### src/rtl/wb_write_sched.sv
// Write-back scheduler: serializes a two-write bundle onto one
// register-file write port, write1 (valE) then write2 (valM).
module wb_write_sched #(
  parameter int NUM_REGS = 8
) (
  input  logic                clock,
  input  logic                reset_n,
  input  logic                wbValid,
  output logic                wbReady,
  input  logic                wr1En,
  input  logic [3:0]          wr1Reg,
  input  logic [31:0]         wr1Val,
  input  logic                wr2En,
  input  logic [3:0]          wr2Reg,
  input  logic [31:0]         wr2Val,
  output logic                rfWrite,
  output logic [3:0]          rfReg,
  output logic [31:0]         rfValue,
  output logic [NUM_REGS-1:0] pendingMask,
  output logic [15:0]         wrCount
);

  typedef enum logic [1:0] {IDLE, W1, W2} state_t;

  localparam logic [4:0] NR = 5'(NUM_REGS);

  state_t      state, stateNext;
  logic [3:0]  l2Reg;
  logic [31:0] l2Val;
  logic        l2Eff;
  logic        e1, e2, accept;

  function automatic logic [NUM_REGS-1:0] onehot(input logic [3:0] r);
    logic [NUM_REGS-1:0] m;
    for (int i = 0; i < NUM_REGS; i++)
      m[i] = (r == 4'(i));
    return m;
  endfunction

  always_comb begin
    e2 = wr2En && ({1'b0, wr2Reg} < NR);
    // On a same-register collision valM wins, so write1 is dropped.
    e1 = wr1En && ({1'b0, wr1Reg} < NR)
         && !(e2 && (wr2Reg == wr1Reg));
    wbReady = reset_n && ((state != W1) || !l2Eff);
    accept  = wbValid && wbReady;
    rfWrite = (state != IDLE);
    stateNext = IDLE;
    if (state == W1 && l2Eff)
      stateNext = W2;
    else if (accept)
      stateNext = e1 ? W1 : (e2 ? W2 : IDLE);
    pendingMask = '0;
    unique case (state)
      W1:      pendingMask = onehot(rfReg)
                             | (l2Eff ? onehot(l2Reg) : '0);
      W2:      pendingMask = onehot(rfReg);
      default: pendingMask = '0;
    endcase
  end

  always_ff @(posedge clock) begin
    if (!reset_n) begin
      state   <= IDLE;
      rfReg   <= '0;
      rfValue <= '0;
      wrCount <= '0;
      l2Reg   <= '0;
      l2Val   <= '0;
      l2Eff   <= 1'b0;
    end else begin
      state <= stateNext;
      if (rfWrite)
        wrCount <= wrCount + 16'd1;
      if (accept) begin
        l2Reg <= wr2Reg;
        l2Val <= wr2Val;
        l2Eff <= e2;
      end
      // rfReg/rfValue are loaded one cycle ahead and hold while idle.
      if (state == W1 && l2Eff) begin
        rfReg   <= l2Reg;
        rfValue <= l2Val;
      end else if (accept && e1) begin
        rfReg   <= wr1Reg;
        rfValue <= wr1Val;
      end else if (accept && e2) begin
        rfReg   <= wr2Reg;
        rfValue <= wr2Val;
      end
    end
  end

endmodule

### config.mk
export PLATFORM = sky130hd
export DESIGN_NAME = wb_write_sched
export DESIGN_NICKNAME = d
export VERILOG_FILES = /design/src/rtl/wb_write_sched.sv
export SDC_FILE = /design/constraint.sdc
export NUM_CORES = 1
export LEC_CHECK = 0
export BUFFER_PORTS_ARGS = -buffer_cell sky130_fd_sc_hd__buf_2
export CORE_MARGIN = 2
export CORE_UTILIZATION = 55
export DETAILED_ROUTE_END_ITERATION = 7
export GPL_ROUTABILITY_DRIVEN = 0
export PLACE_DENSITY = 0.85
export SETUP_SLACK_MARGIN = 0.15
export SLEW_MARGIN = 0
export SYNTH_ARGS = -nofsm -noshare
export SYNTH_HDL_FRONTEND = slang
export SYNTH_SLANG_ARGS = --single-unit
### constraint.sdc
create_clock -name clock -period 4.6 [get_ports clock]
set_clock_uncertainty 0.15 [all_clocks]
set_input_delay 0.23 -clock clock [delete_from_list [all_inputs] [get_ports clock]]
set_output_delay 0.23 -clock clock [all_outputs]
set_load 0.02 [all_outputs]
==> results of run 1 <==
synthesized netlist by cell type (6+ instances only):
cell,number,area [um^2]
buf_6,8,90.09
clkbuf_1,28,105.1
o21ai_1,16,80.08
o21ai_0,89,445.4
xnor2_1,6,52.55
nor2_1,20,75.07
nand3_1,6,30.03
buf_2,6,30.03
nor3_1,6,30.03
nand2_1,84,315.3
inv_1,38,142.6
a21oi_1,39,195.2
xor2_1,9,78.83
a22o_1,34,297.8
a31oi_1,34,212.7
dfxtp_1,91,1822
metal layers:
metal / share of wire, % / wire length, um
met4: 1.2 / 150
met5: 0.10 / 13
met3: 7.9 / 1011
met1: 42 / 5335
met2: 49 / 6345
critical path, stage by stage, from the launching register on:
cell and delay [ns]:
dfxtp_1 0.32, inv_1 0.08, ha_1 0.18, nand2_1 0.33
buf_4 0.35, nor4b_1 0.37, a32oi_1 0.10, nor3b_1 0.21
buf_2 0.19
power groups by stage:
| stage | Clock (W) | Combinational [W] | Sequential [W] |
|---|---|---|---|
| after floorplan | 0 | 0.000127 | 0.000886 |
| after global placement | 0 | 0.000216 | 0.000868 |
| after detailed placement | 0 | 0.000223 | 0.000870 |
| after CTS | 0.000473 | 0.000246 | 0.000852 |
| after global routing | 0.000502 | 0.000273 | 0.000858 |
| final | 0.000464 | 0.000249 | 0.000853 |
stage by stage:
step | util (%) | cell area (um^2)
6_report | 69.73 | 5643
3_3_place_gp | 63.48 | 5137
5_1_grt | 69.73 | 5643
2_1_floorplan | - | 4521
4_1_cts | 69.73 | 5643
3_5_place_dp | 63.48 | 5137
worst paths after layout:
check	end	slack (ns)	cells after the start
worst max-delay path	pendingMask[5]	1.73	8
worst min-delay path	rfReg[1]	0.02	3
worst max register to register	rfReg[0]	1.89	6
worst min register to register	l2Val[18]	0.31	2
cells by family (layout without fill, tap and decap cells):
family / count (synthesis) / count (layout)
adder cells (fa/ha/maj): 4 / 4
flip-flops: 91 / 91
AO/OA/AOI/OAI: 226 / 226
buffers and inverters: 89 / 232
XOR/XNOR: 15 / 15
AND/OR/NAND/NOR: 152 / 152
multiplexers: 4 / 4
state kept, by name, summed over array words and instances (netlist names):
signal and cells:
l2Eff 1, rfReg 4, wrCount 16, state 2
rfValue 32, l2Reg 4, l2Val 32
final cells by class:
type	instances	area, um^2	share of cell area (%)
Clock buffer	10	137.6	2.439
Clock inverter	3	17.52	0.3104
Tap cell	105	131.4	2.328
Inverter	39	146.4	2.594
Timing Repair Buffer	180	1094	19.38
Multi-Input combinational cell	401	2295	40.67
Sequential cell	91	1822	32.28
layout by cell type (no fill, tap or decap), types with 2 or more instances in the layout:
cell type | synthesis | routed
o21ai_1 | 16 | 16
nand4_1 | 5 | 5
o22ai_1 | 2 | 2
or3_1 | 3 | 3
o32ai_1 | 2 | 2
a21oi_1 | 39 | 39
and4_1 | 2 | 2
buf_2 | 6 | 138
nor3b_1 | 3 | 3
clkinv_2 | 0 | 2
o21ai_0 | 89 | 89
nand3b_1 | 2 | 2
nand3_1 | 6 | 6
dfxtp_1 | 91 | 91
buf_4 | 2 | 7
nor2b_1 | 4 | 4
nor2_1 | 20 | 20
o21a_1 | 3 | 3
a22o_1 | 34 | 34
inv_1 | 38 | 38
dlygate4sd3_1 | 0 | 35
nor3_1 | 6 | 6
xnor2_1 | 6 | 6
xor2_1 | 9 | 9
ha_1 | 4 | 4
nand2b_1 | 4 | 4
and2_1 | 5 | 5
a31oi_1 | 34 | 34
clkbuf_8 | 0 | 10
mux2i_1 | 3 | 3
nand2_1 | 84 | 84
==> flow_metrics.tcl, run 1 <==
set metrics [dict create \
    synthXorXnorAreaFrac_pct 2.906 \
    worst_pin_slew_ns 1.240 \
    busiest_layer "met2" \
    setup_violations 0 \
    end_kind "output port" \
    avgSynthCellArea_um2 7.781 \
    drt_iter0_drc 317 \
    maxCapViolCount 0 \
    required_ns 4.22 \
    worstReg2RegStart "state[1]" \
    routed_wl_mm 12.86 \
    use_met2_pct 49.35 \
    grt_pass1_vias 4369 \
    ioPinCount 139 \
    switching_power_w 0.0004341 \
    setup.worst_path.class "register to output port" \
    critical_path.startpoint "state[1]" \
    synth-adder-area-share_pct 1.107 \
    dp.cells 781 \
    die-area_mm2 0.008961 \
    final_min_period_over_clock_period_pct 62.49 \
    vdd_drop_max_v 0.0002093 \
    path_max_fanout 24 \
    grt.total_usage_pct 28.20 \
    status "complete, no violations" \
    netlist_area_mm2 0.004521 \
    synth-edff-count 0 \
    htreeDepth 3 \
    antenna_cells 0 \
    drc_errors 0 \
    synthCells 581 \
    cts_buffer_depth 2 \
    synth_seq_cells 91 \
    synth-seq-area-share_pct 40.30 \
    p_per_area_mw_per_mm2 277.5 \
    slew_headroom_pct 17.32 \
    hp-class "input port to register" \
    ys_warn_count 0 \
    switching_share_pct 27.72 \
    io_buffer_count 138 \
    internal_power_w 0.001132 \
    synth_top_family_by_area "compound AO/OA/AOI/OAI gates" \
    fmax_mhz 347.9 \
    grt_pass1_wl_mm 20.19 \
    muxShareOfSynthArea_pct 0.9134 \
    drtPass1Iterations 5 \
    setup_ws_ns 1.725 \
    maxSlewViolCount 0 \
    gr-total-overflow 0 \
    start_util_pct 55.86 \
    fillCellCount 682 \
    leakagePower_nw 2.522 \
    cts-root-buf "clkbuf_8" \
    die_w_um 94.66 \
    routedWlPerCell_um 15.51 \
    tns_ns 0 \
    pwr-share-seq_pct 54.5 \
    post-place-ws_ns 1.925 \
    vias 4742 \
    synth-main-ff-cell "dfxtp_1" \
    dp_hpwl_mm 8.166 \
    use_met1_pct 35.02 \
    clk_latency_ns 0.35 \
    clock-sinks 91 \
    die_y_um 94.66 \
    cts_tree "done" \
    synth_compound_area_share_pct 29.98 \
    p_total_w 0.001566 \
    worstHoldStart "wr1Reg[1]" \
    clk_pin_slew_ns 0.09 \
    use_met3_pct 4.948 \
    cts_hold_buf 35 \
    post_cts_buffers 0 \
    ant_nets 0 \
    hold_ws_ns 0.01824 \
    antenna_found_initial 1 \
    nets 803 \
    hold_viol 0 \
    p_comb_share_pct 15.9 \
    cp.arrival_ns 2.49 \
    period_minus_slack_ns 2.875 \
    critPathLaunchType "register" \
    grt_start_max_net_pins 110 \
    rsz0062_at_grt "false" \
    placementRows 33 \
    synthDistinctLibCells 48 \
    pwr-share-clk_pct 29.6 \
    core-area_mm2 0.008093 \
    tritoncts.num_buffers 9 \
    cts-resized-gates 0 \
    yosys.area_share.simple_pct 15.50 \
    final-instance-count-excl-fill 829 \
    async_reset_ff_share_pct 0 \
    final_layout_size_suffix_gt1_share_pct 22.38 \
    vias_per_cell 5.720 \
    syn-num-nets 662 \
    syn_to_final_growth_pct 24.83 \
]
Power figures use the tool's default switching activity.
==> run 2: changes to the inputs <==
CORE_UTILIZATION = 52   (was 55)
PLACE_DENSITY = 0.81   (was 0.85)
clock period = 3 ns   (was 4.6 ns; I/O delays follow)
==> run 2 against run 1 <==
First-iteration DRC count decreased by 3.5%; non-clock buffer count up 8; cell area grew 2.6%; core utilization shrank 2.3 points; sequential share of layout area fell by 0.82 points; routed wire length is 0.47% lower; via count up 2.3%; critical endpoint is now pendingMask[3]; highest routed layer is now met4.
==> flow_metrics.tcl, run 2 (synthesis results as in run 1) <==
set metrics [dict create \
    rsz0062_at_grt "false" \
    largest_registers "l2Val (32), rfValue (32), wrCount (16)" \
    cts-resized-gates 0 \
    start_util_pct 52.61 \
    die_w_um 97.24 \
    critPathLaunchType "register" \
    worst_pin_slew_ns 0.5693 \
    worstHoldPathCells 4 \
    placed_cell_area_mm2 0.005216 \
    clk_latency_ns 0.35 \
    die-area_mm2 0.009456 \
    slowest_delay_ns 0.36 \
    ant_nets 0 \
    dp_hpwl_mm 8.299 \
    final_layout_size_suffix_gt1_share_pct 22.75 \
    grt_start_max_net_pins 46 \
    status "complete, no violations" \
    path_max_fanout 12 \
    io_buffer_count 138 \
    path_buf_inv 3 \
    grt_pass1_wl_mm 21.04 \
    grt.total_usage_pct 26.55 \
    drc_errors 0 \
    post-route-cell-area_mm2 0.005791 \
    nets 811 \
    cts_tree "done" \
    slew_headroom_pct 61.81 \
    core-area_mm2 0.008593 \
    antenna_found_initial 0 \
    vias 4849 \
    die_y_um 97.24 \
    mostFrequentLayoutCells "buf_2, dfxtp_1, o21ai_0" \
    cts_hold_buf 38 \
    htreeDepth 3 \
    placementRows 34 \
    period_minus_slack_ns 2.537 \
    gr-total-overflow 0 \
    fmax_mhz 394.2 \
    hp-class "input port to register" \
    leakagePower_nw 2.590 \
    cp.depth 8 \
    syn_to_final_growth_pct 28.09 \
    vdd_drop_max_v 0.0002406 \
    antenna_cells 0 \
    required_ns 2.70 \
    path_cells "inv_1 -> ha_1 -> nand2_1 -> buf_4 -> or3_1 -> o22ai_1 -> and2_1 -> buf_2" \
    final_common_cell "buf_2" \
    vias_per_cell 5.759 \
    p_per_area_mw_per_mm2 438.0 \
    setup.worst_path.class "register to output port" \
    routedWlPerCell_um 15.19 \
    end_kind "output port" \
    setup_violations 0 \
    final_min_period_over_clock_period_pct 84.55 \
    tritoncts.num_buffers 9 \
    clk_pin_slew_ns 0.09 \
    maxSlewViolCount 0 \
    hold_viol 0 \
    cts_buffer_depth 2 \
    tns_ns 0 \
    ff2ff_path_depth 7 \
    crit_slowest_cell "or3_1" \
    clock-sinks 91 \
    grt_pass1_vias 4689 \
    drtPass1Iterations 5 \
    ioPinCount 139 \
    post_cts_buffers 0 \
    routed_wl_mm 12.79 \
    fillCellCount 724 \
    crit_family "simple AND/OR/NAND/NOR gates" \
    maxCapViolCount 0 \
    cp.arrival_ns 2.24 \
    cts-root-buf "clkbuf_8" \
    drt_iter0_drc 306 \
]
-- run 2: cell count changes in the layout (fill, tap and decap cells not counted) --
| cell | delta |
|---|---|
| clkbuf_1 | +2 |
| bufinv_16 | +1 |
| clkinv_2 | -1 |
| buf_4 | +2 |
| clkinvlp_4 | -1 |
| dlygate4sd3_1 | +3 |
| buf_12 | +3 |
| clkbuf_8 | +1 |
-- run 2: per-stage QoR --
step	utilization, %	hold WS [ns]	power, W	instances	setup WS, ns
2_1_floorplan	-	0.1086	0.001553	581	0.9859
3_3_place_gp	60.70	0.2090	0.001674	789	0.8556
3_5_place_dp	60.70	0.2200	0.001686	789	0.7723
4_1_cts	67.38	0.002934	0.002541	842	0.4686
5_1_grt	67.38	0.02578	0.002639	842	0.2231
6_report	67.38	0.01614	0.002536	842	0.4634
-- run 2: path summary, 6_finish.rpt --
| path | startpoint | to | slack [ns] |
|---|---|---|---|
| worst max register to register | state[1] | rfValue[18] | 0.75 |
| worst max-delay path | state[1] | pendingMask[3] | 0.46 |
| worst min register to register | l2Val[3] | l2Val[3] | 0.31 |
| worst min-delay path | wr1Val[8] | rfValue[8] | 0.02 |
-- run 2: worst min-delay path, cell delays in order --
cell and delay [ns]:
buf_2 0.08, inv_1 0.03, a31oi_1 0.11, a22o_1 0.12
-- run 2: report_power, final --
part | internal (W) | switching (W) | leakage (nW)
clock network | 0.000426 | 0.000406 | 0.0995
registers | 0.00127 | 0.0000385 | 0.745
logic | 0.000171 | 0.000226 | 1.75
total | 0.00187 | 0.000670 | 2.59
-- run 2: layout make-up --
class / count / area [um^2] / share of cell area (%)
inverter: 39 / 146.4 / 2.528
clock inverter: 2 / 35.03 / 0.6050
sequential: 91 / 1822 / 31.46
timing repair buffer: 188 / 1199 / 20.70
clock buffer: 13 / 158.9 / 2.744
multi-input combinational: 401 / 2295 / 39.63
tap: 108 / 135.1 / 2.334
-- run 2: layer usage --
metal | vias to the layer above | part of all wire [%] | track usage (%)
met4 | 0 | 2.8 | 13.25
li1 | 2335 | - | -
met1 | 2261 | 44 | 34.35
met2 | 218 | 46 | 42.95
met5 | - | 0 | 0
met3 | 35 | 7.3 | 4.532
